--- config.mk ---
export PLATFORM = sky130hd
export DESIGN_NAME = facto_master
export DESIGN_NICKNAME = d
export VERILOG_FILES = /design/src/rtl/facto_pkg.sv /design/src/rtl/facto_master.sv
export SDC_FILE = /design/constraint.sdc
export NUM_CORES = 1
export LEC_CHECK = 0
export CAP_MARGIN = 20
export CORE_ASPECT_RATIO = 0.75
export CORE_MARGIN = 4
export CORE_UTILIZATION = 40
export CTS_CLUSTER_DIAMETER = 80
export DETAILED_ROUTE_END_ITERATION = 10
export PLACE_DENSITY = 0.82
export SLEW_MARGIN = 20
export SYNTH_ARGS = -nofsm -noshare
export SYNTH_HDL_FRONTEND = slang
export SYNTH_SLANG_ARGS = --single-unit
--- constraint.sdc ---
create_clock -name clk -period 6 [get_ports clk]
set_clock_uncertainty 0.05 [all_clocks]
set_input_delay 1.2 -clock clk [delete_from_list [all_inputs] [get_ports clk]]
set_output_delay 1.2 -clock clk [all_outputs]
set_load 0.005 [all_outputs]
--- src/rtl/facto_pkg.sv ---
// facto_pkg: items shared by the factorial accelerator master and slave decoder.
//   - Register offsets within the accelerator window
//   - Control bit positions inside OPSTART / OPCLEAR
//   - Master sequencer state encoding
package facto_pkg;

  localparam logic [15:0] REG_OPSTART  = 16'h0000;
  localparam logic [15:0] REG_OPCLEAR  = 16'h0008;
  localparam logic [15:0] REG_OPDONE   = 16'h0010;
  localparam logic [15:0] REG_INTREN   = 16'h0018;
  localparam logic [15:0] REG_OPERAND  = 16'h0020;
  localparam logic [15:0] REG_RESULT_H = 16'h0028;
  localparam logic [15:0] REG_RESULT_L = 16'h0030;

  localparam logic [5:0] OPSTART_BIT = 6'd0;
  localparam logic [5:0] OPCLEAR_BIT = 6'd0;

  typedef enum logic [3:0] {
    ST_IDLE,
    ST_W_IEN,
    ST_W_OPND,
    ST_W_START,
    ST_WAIT,
    ST_POLL,
    ST_R_H,
    ST_R_L,
    ST_W_CLR,
    ST_W_UNCLR,
    ST_DONE
  } state_e;

endpackage

--- src/rtl/facto_master.sv ---
// facto_master: bus-master sequencer for the factorial accelerator.
// Takes one 64-bit operand per job over a valid/ready interface, programs
// the accelerator (INTREN, OPERAND, OPSTART), waits for completion by
// interrupt or OPDONE polling (with timeout), reads the 128-bit result,
// clears the core and presents the result until consumed.
// Ports:
//   clk, reset_n            clock; synchronous reset, active HIGH
//   cmd_valid/ready/operand job request
//   res_valid/ready/h/l/err result handshake, 128-bit result, timeout flag
//   busy                    high outside IDLE
//   m_sel/wr/addr/dout/din  one-cycle accesses to the slave register port
//   interrupt               slave completion interrupt
module facto_master
  import facto_pkg::*;
#(
  parameter logic [15:0] BASE_ADDR = 16'h0000,
  parameter bit          USE_INTR  = 1'b1,
  parameter int unsigned POLL_GAP  = 4,
  parameter int unsigned TIMEOUT   = 65535
) (
  input  logic        clk,
  input  logic        reset_n,
  input  logic        cmd_valid,
  output logic        cmd_ready,
  input  logic [63:0] cmd_operand,
  output logic        res_valid,
  input  logic        res_ready,
  output logic [63:0] res_h,
  output logic [63:0] res_l,
  output logic        res_err,
  output logic        busy,
  output logic        m_sel,
  output logic        m_wr,
  output logic [15:0] m_addr,
  output logic [63:0] m_dout,
  input  logic [63:0] m_din,
  input  logic        interrupt
);

  state_e      state_q, state_d;
  logic [63:0] opnd_q, opnd_d;
  logic [63:0] res_h_q, res_h_d;
  logic [63:0] res_l_q, res_l_d;
  logic        err_q, err_d;
  logic [31:0] tmo_q, tmo_d, tmo_inc;
  logic [7:0]  gap_q, gap_d;
  logic        timed_out;

  always_ff @(posedge clk) begin
    if (reset_n) begin
      state_q <= ST_IDLE;
      opnd_q  <= '0;
      res_h_q <= '0;
      res_l_q <= '0;
      err_q   <= 1'b0;
      tmo_q   <= '0;
      gap_q   <= '0;
    end else begin
      state_q <= state_d;
      opnd_q  <= opnd_d;
      res_h_q <= res_h_d;
      res_l_q <= res_l_d;
      err_q   <= err_d;
      tmo_q   <= tmo_d;
      gap_q   <= gap_d;
    end
  end

  always_comb begin
    state_d   = state_q;
    opnd_d    = opnd_q;
    res_h_d   = res_h_q;
    res_l_d   = res_l_q;
    err_d     = err_q;
    tmo_d     = tmo_q;
    gap_d     = gap_q;
    cmd_ready = 1'b0;
    res_valid = 1'b0;
    m_sel     = 1'b0;
    m_wr      = 1'b0;
    m_addr    = '0;
    m_dout    = '0;
    // Saturating wait counter; the job aborts on the cycle it reaches TIMEOUT.
    tmo_inc   = (tmo_q == '1) ? tmo_q : tmo_q + 32'd1;
    timed_out = (tmo_inc >= TIMEOUT);

    unique case (state_q)
      ST_IDLE: begin
        cmd_ready = 1'b1;
        if (cmd_valid) begin
          opnd_d  = cmd_operand;
          err_d   = 1'b0;
          res_h_d = '0;
          res_l_d = '0;
          state_d = ST_W_IEN;
        end
      end
      ST_W_IEN: begin
        m_sel   = 1'b1;
        m_wr    = 1'b1;
        m_addr  = BASE_ADDR + REG_INTREN;
        m_dout  = {63'd0, USE_INTR};
        state_d = ST_W_OPND;
      end
      ST_W_OPND: begin
        m_sel   = 1'b1;
        m_wr    = 1'b1;
        m_addr  = BASE_ADDR + REG_OPERAND;
        m_dout  = opnd_q;
        state_d = ST_W_START;
      end
      ST_W_START: begin
        m_sel               = 1'b1;
        m_wr                = 1'b1;
        m_addr              = BASE_ADDR + REG_OPSTART;
        m_dout[OPSTART_BIT] = 1'b1;
        tmo_d               = '0;
        gap_d               = '0;
        state_d             = ST_WAIT;
      end
      ST_WAIT: begin
        tmo_d = tmo_inc;
        // Completion seen in the same cycle as the timeout still wins.
        if (USE_INTR && interrupt) begin
          state_d = ST_R_H;
        end else if (timed_out) begin
          err_d   = 1'b1;
          state_d = ST_W_CLR;
        end else if (!USE_INTR) begin
          if ({24'd0, gap_q} + 32'd1 >= POLL_GAP) begin
            gap_d   = '0;
            state_d = ST_POLL;
          end else begin
            gap_d = gap_q + 8'd1;
          end
        end
      end
      ST_POLL: begin
        m_sel  = 1'b1;
        m_addr = BASE_ADDR + REG_OPDONE;
        tmo_d  = tmo_inc;
        gap_d  = '0;
        if (m_din[0]) begin
          state_d = ST_R_H;
        end else if (timed_out) begin
          err_d   = 1'b1;
          state_d = ST_W_CLR;
        end else begin
          state_d = ST_WAIT;
        end
      end
      ST_R_H: begin
        m_sel   = 1'b1;
        m_addr  = BASE_ADDR + REG_RESULT_H;
        res_h_d = m_din;
        state_d = ST_R_L;
      end
      ST_R_L: begin
        m_sel   = 1'b1;
        m_addr  = BASE_ADDR + REG_RESULT_L;
        res_l_d = m_din;
        state_d = ST_W_CLR;
      end
      ST_W_CLR: begin
        m_sel               = 1'b1;
        m_wr                = 1'b1;
        m_addr              = BASE_ADDR + REG_OPCLEAR;
        m_dout[OPCLEAR_BIT] = 1'b1;
        state_d             = ST_W_UNCLR;
      end
      ST_W_UNCLR: begin
        // Releasing the clear lets the core accept the next start.
        m_sel   = 1'b1;
        m_wr    = 1'b1;
        m_addr  = BASE_ADDR + REG_OPCLEAR;
        state_d = ST_DONE;
      end
      ST_DONE: begin
        res_valid = 1'b1;
        if (res_ready) state_d = ST_IDLE;
      end
      default: state_d = ST_IDLE;
    endcase
  end

  assign busy    = (state_q != ST_IDLE);
  assign res_h   = res_h_q;
  assign res_l   = res_l_q;
  assign res_err = (state_q == ST_DONE) && err_q;

endmodule
* After elaboration in Yosys (flattened, before gate mapping)
Index checks and enable logic that the tools add are counted.
** Cells by class
- $add $sub $neg :: 1
- Multipliers :: 0
- Divide/modulo/power cells :: 0
- Magnitude comparators :: 1
- Eq/ne operators :: 16
- Shift operators :: 0
- Multiplexer cells :: 24
- Bitwise gates (word level) :: 0
- Reductions and logical operators :: 17
** Operators by type and width (number)
- case mux 64 bit (2 select lines) :: 2
- 2-to-1 mux 64 bit :: 1
- case mux 32 bit (2 select lines) :: 1
- 2-to-1 mux 63 bit :: 1
- case mux 4 bit (11 select lines) :: 1
- case mux 6 bit (6 select lines) :: 1
- adder 32 x 1 -> 32 bit (second input constant) :: 1
- == test 32 bit (second input constant) :: 1
- >= comparator 32 x 16 -> 1 bit (second input constant) :: 1
- 2-to-1 mux 32 bit :: 1
- 2-to-1 mux 4 bit :: 6
- == test 4 x 3 -> 1 bit (second input constant) :: 4
- == test 4 bit (second input constant) :: 3
- == test 4 x 2 -> 1 bit (second input constant) :: 2
- 2-to-1 mux 1 bit :: 8
- inequality test 2 bit (second input constant) :: 4
- OR reduction 8 bit :: 1
- AND reduction 2 bit :: 3
- nonzero test 2 bit :: 3
- OR reduction 5 bit :: 1
- == test 4 x 1 -> 1 bit (second input constant) :: 1
- logical NOT 4 bit :: 1
- AND reduction 4 bit :: 1
- nonzero test 4 bit :: 1
- 8 further kinds :: 9
** Storage, ports and cells
- Bits in registers :: 229
- Bits in latches :: 0
- Bits in writable memories :: 0
- Bits in read-only memories :: 0
- Input port bits :: 133
- Output and inout bits :: 214
- Word-level logic and storage cells :: 65
- Memories kept :: 0

* Depth between registers and ports, before layout
- Word-level depth :: 6
- Mapped depth :: 11
- Gate-level depth less buffers :: 9

* Worst setup path before layout
OpenSTA, ideal clock, no wires.
- Path kind :: flip-flop to flip-flop
- Start :: reg tmo_q[0]
- End :: reg state_q[3]
- Setup time :: 0.120 ns
- Arrival :: 2.592 ns
- Data required time :: 5.830 ns
- Path slack :: 3.238 ns
- Cell stages (with the launch flop) :: 12
- Path buffers :: 2
- Clock period less this slack :: 2.762 ns
- Cells stage by stage :: dfxtp_1 -> ha_1 -> and4_1 -> buf_2 -> and4_1 -> buf_2 -> a2111oi_1 -> nand4_1 -> xnor2_1 -> nor3_1 -> nand3_1 -> o31a_1
** Between the ends
- Word-level cells in the longest chain between the ends :: 6
- Elaborated cells between the ends (all ways) :: 9
- Those cells by class :: 1 x add/sub; 1 x order compare; 2 x eq/ne; 4 x mux; 1 x reduce/logical
** RTL lines
- start: declaration :: line facto_master.sv:45 : logic [31:0] tmo_q, tmo_d, tmo_inc;
- start signal: assignment :: line facto_master.sv:64 : tmo_q <= tmo_d;
- adder 32 x 1 -> 32 bit / == test 32 bit (equally long branches) :: line facto_master.sv:84 : tmo_inc = (tmo_q == '1) ? tmo_q : tmo_q + 32'd1;
- 2-to-1 mux 32 bit (*) :: line facto_master.sv:84
- >= comparator 32 x 16 -> 1 bit (*) :: line facto_master.sv:85 : timed_out = (tmo_inc >= TIMEOUT);
- 2-to-1 mux 4 bit :: line facto_master.sv:145 : end else if (timed_out) begin
- 2-to-1 mux 4 bit :: line facto_master.sv:143 : if (m_din[0]) begin
- case mux 4 bit (11 select lines) :: line facto_master.sv:87 : unique case (state_q)
- end signal: assignment :: line facto_master.sv:59 : state_q <= state_d;
- end: declaration :: line facto_master.sv:40 : state_e state_q, state_d;
Mark *: on every way between the ends. The rest lies on a longest branch, timed or not.
A chain may end at the register's enable or synchronous reset.

* Final worst setup path
- Start :: reg state_q[1]
- End :: out m_dout[13]
** Between the ends
- Word-level cells in the longest chain between the ends :: 2
** RTL lines
- == test 4 x 2 -> 1 bit :: line facto_master.sv:87
- 2-to-1 mux 63 bit :: line facto_master.sv:87
- end: declaration :: line facto_master.sv:35 : output logic [63:0] m_dout,
Every way passes these cells.

==> summary.txt <==
Status
  – Status: completed

Clock tree
  – Clock buffer depth: 3
  – Hold_buf cts: 0
  – H-tree depth: 1
  – CTS Buf Count: 25
  – Reg clk slew, reported paths: about 0.060 ns
  – Post CTS Setup Buffer Count: 0
  – Root buf cell: clkbuf_16
  – CTS tree: built
  – Post-cts sizing count: 0
  – Clock sinks: 229
  – Worst-Skew Late Latency: about 0.52 ns

Timing
  – Setup Viol. Count Final: 0
  – Final Hold Viols: 0
  – Fmax: roughly 240 MHz
  – Slew Limit Fails: 0
  – Unrepaired setup endpoints after global routing: no
  – Fin crit share: 0.684
  – Post-Route Setup TNS: 0 ns
  – Worst Tran Pin Value: ~0.92 ns
  – Normalized max-slew margin: 0.387
  – Final critical-path required period: slightly above 4 ns

Global routing
  – Initial antenna violation count: 0
  – First-pass GRT wire length: between 50000 and 60000 um
  – Vias in the first global route: approximately 9.7k
  – Largest net degree at the start of global routing: 129
  – Total GRT Usage: 0.219
  – Overflow after GRT: 0

Floorplanning
  – Initial Util: 0.412
  – Die area: around 28000 um2
  – Core area: around 24000 um2
  – Rows: a little under 50
  – Die X: 191 um
  – Num ports: roughly 350
  – Die Ht: roughly 140 um

Drt
  – Post-DR wirelength/cell: about 17 um
  – First DRT Iteration DRCs: 776
  – Max layer used: met4
  – Met3 Routed Length: roughly 3600 um
  – Post-route antenna net violation count: 0
  – Met1 wire length: ~13000 um
  – DRT Wirelength: 32200 um
  – Drt via density: approximately 5.3
  – WL met2: 14900 um
  – Post-route DRC: 0
  – Via count: 10.3k
  – Pre-antenna DRT Iters: 5

Logic synthesis
  – Post-synth cell types: 57
  – Mapped Area: 10000 um2
  – EDFF count, synth: 0
  – Ys Warns: 0
  – Flops & latches, synth: roughly 230
  – Mean Syn Cell Area: about 7.5 um2
  – Synth Flop Type: dfxtp_1
  – Asr flop ratio synth: 0
  – Seq/Total Area, Yosys: 0.459
  – Post-Synthesis Cells: ~1.3k

Worst setup path
  – CP endpoint kind: primary output
  – Critical Path RT: approximately 4.8 ns
  – CP startpoint kind: flip-flop
  – Worst-path fanout max: between 60 and 70
  – Crit path DAT: 2.85 ns
  – Critical path type: flip-flop to primary output

Power
  – VDD IR max: 0.221 mV
  – Power per standard cell area: ~260 nW/um2
  – Total chip power: 0.00366 W
  – Pleak: around 4.8 nW

Final layout
  – Layout overhead on the synthesized area: 42.1%
  – Layout Cells excl Fill: between 1.5k and 2k
  – Ratio of cells with drive above 1 in the final layout: 0.0488
  – Nets: around 1.7k
  – Antenna cells: 0
  – Most common cell after layout, fill and taps aside: clkdlybuf4s50_1
  – Commonest cells after routing, fill and taps aside: clkdlybuf4s50_1 (332), nand2_1 (296), dfxtp_1 (229)

Worst hold path
  – Min-delay worst type: flip-flop to flip-flop

Placement
  – DP Wirelength: between 20000 and 25000 um
  – Port buffer count: approximately 330
  – Placer Congestion: 0.925
  – Placed cells: about 1.9k

Run
  – Max cap viols: 0
## cells by family after synthesis
logic type	share of synthesized area
DFF	0.459
muxes	0.00200
AOI/OAI and AO/OA	0.169
xor gates and xnor gates	0.00876
buffers and inverters	0.0591
and+or+nand+nor	0.301
adders and majority gates	0.00125
other	0.000375
## worst max-delay path, stage by stage (launching register included)
cell and delay, ns:
dfxtp_1 0.65, nand2b_1 0.29, nor3_2 0.17, buf_4 0.43
and2_1 0.22, clkdlybuf4s50_1 0.53
## power by group
part	switching, W	internal, W	leakage, nW
combinational	0.000268	0.000201	2.47
sequential	0.0000373	0.00157	1.85
clock	0.000636	0.000948	0.433
total	0.000941	0.00272	4.75
## layout make-up
cell class | instances | area [um2]
clock buffers | 38 | 785
clock inverters | 8 | 80.1
fillers | 2144 | 10100
inverters | 2 | 7.51
multi-input cells | 975 | 4900
flip-flops and latches | 229 | 4580
well taps | 331 | 414
repair buffers | 345 | 3440
## synth_stat cells (2+ instances only)
cell      number  share of area
nand2_1      297           0.11
dfxtp_1      229           0.46
a21oi_1      226           0.11
nand3_1      144          0.072
clkbuf_1      88          0.033
and2_1        68          0.043
nor2_1        56          0.021
o21ai_0       30          0.015
nor3_1        25          0.013
buf_1         17         0.0064
a311oi_1      15          0.013
buf_4         14          0.011
nand4_1       12         0.0075
a31oi_1       10         0.0063
buf_2         10         0.0050
and3_1         9         0.0056
and4_1         7         0.0061
xnor2_1        6         0.0053
nor2b_1        5         0.0031
or2_2          4         0.0025
xor2_1         4         0.0035
a211oi_1       3         0.0023
buf_6          3         0.0034
nor3b_1        3         0.0023
inv_1          2        0.00075
mux2i_1        2         0.0020
nand2b_1       2         0.0013
nand3b_1       2         0.0015
nor4_1         2         0.0013
o211ai_1       2         0.0015
o21a_1         2         0.0015
o31a_1         2         0.0018
## flip-flops by register name (all words and copies together) (netlist names)
name	flops
err_q	1
opnd_q	64
res_h	64
res_l	64
state_q	4
tmo_q	32
## layer usage
layer	track usage	vias to the layer above
met4	0.0589	0
met3	0.0795	59
li1	-	5000
met5	0	-
met2	0.359	425
met1	0.273	4797
## metrics by stage
| step | utilization | setup WS (ns) | hold WS, ns | area (um2) |
|---|---|---|---|---|
| after floorplan | - | 3.24 | 0.382 | 10000 |
| after global placement | 0.550 | 2.50 | 0.387 | 13300 |
| after detailed placement | 0.550 | 2.48 | 0.393 | 13300 |
| after CTS | 0.585 | 1.91 | 0.401 | 14200 |
| after global routing | 0.585 | 1.73 | 0.423 | 14200 |
| final | 0.585 | 1.90 | 0.400 | 14200 |
## path summary, 6_finish.rpt
| check | startpoint | to | slack, ns | cells past startpoint |
|---|---|---|---|---|
| worst max-delay path | state_q[1] | m_dout[13] | 1.90 | 5 |
| worst min-delay path | opnd_q[11] | opnd_q[11] | 0.40 | 2 |
| worst max register to register | tmo_q[0] | state_q[3] | 2.84 | 9 |
| worst min register to register | opnd_q[11] | opnd_q[11] | 0.40 | 2 |
No activity file was read; power rests on OpenSTA's default activity.
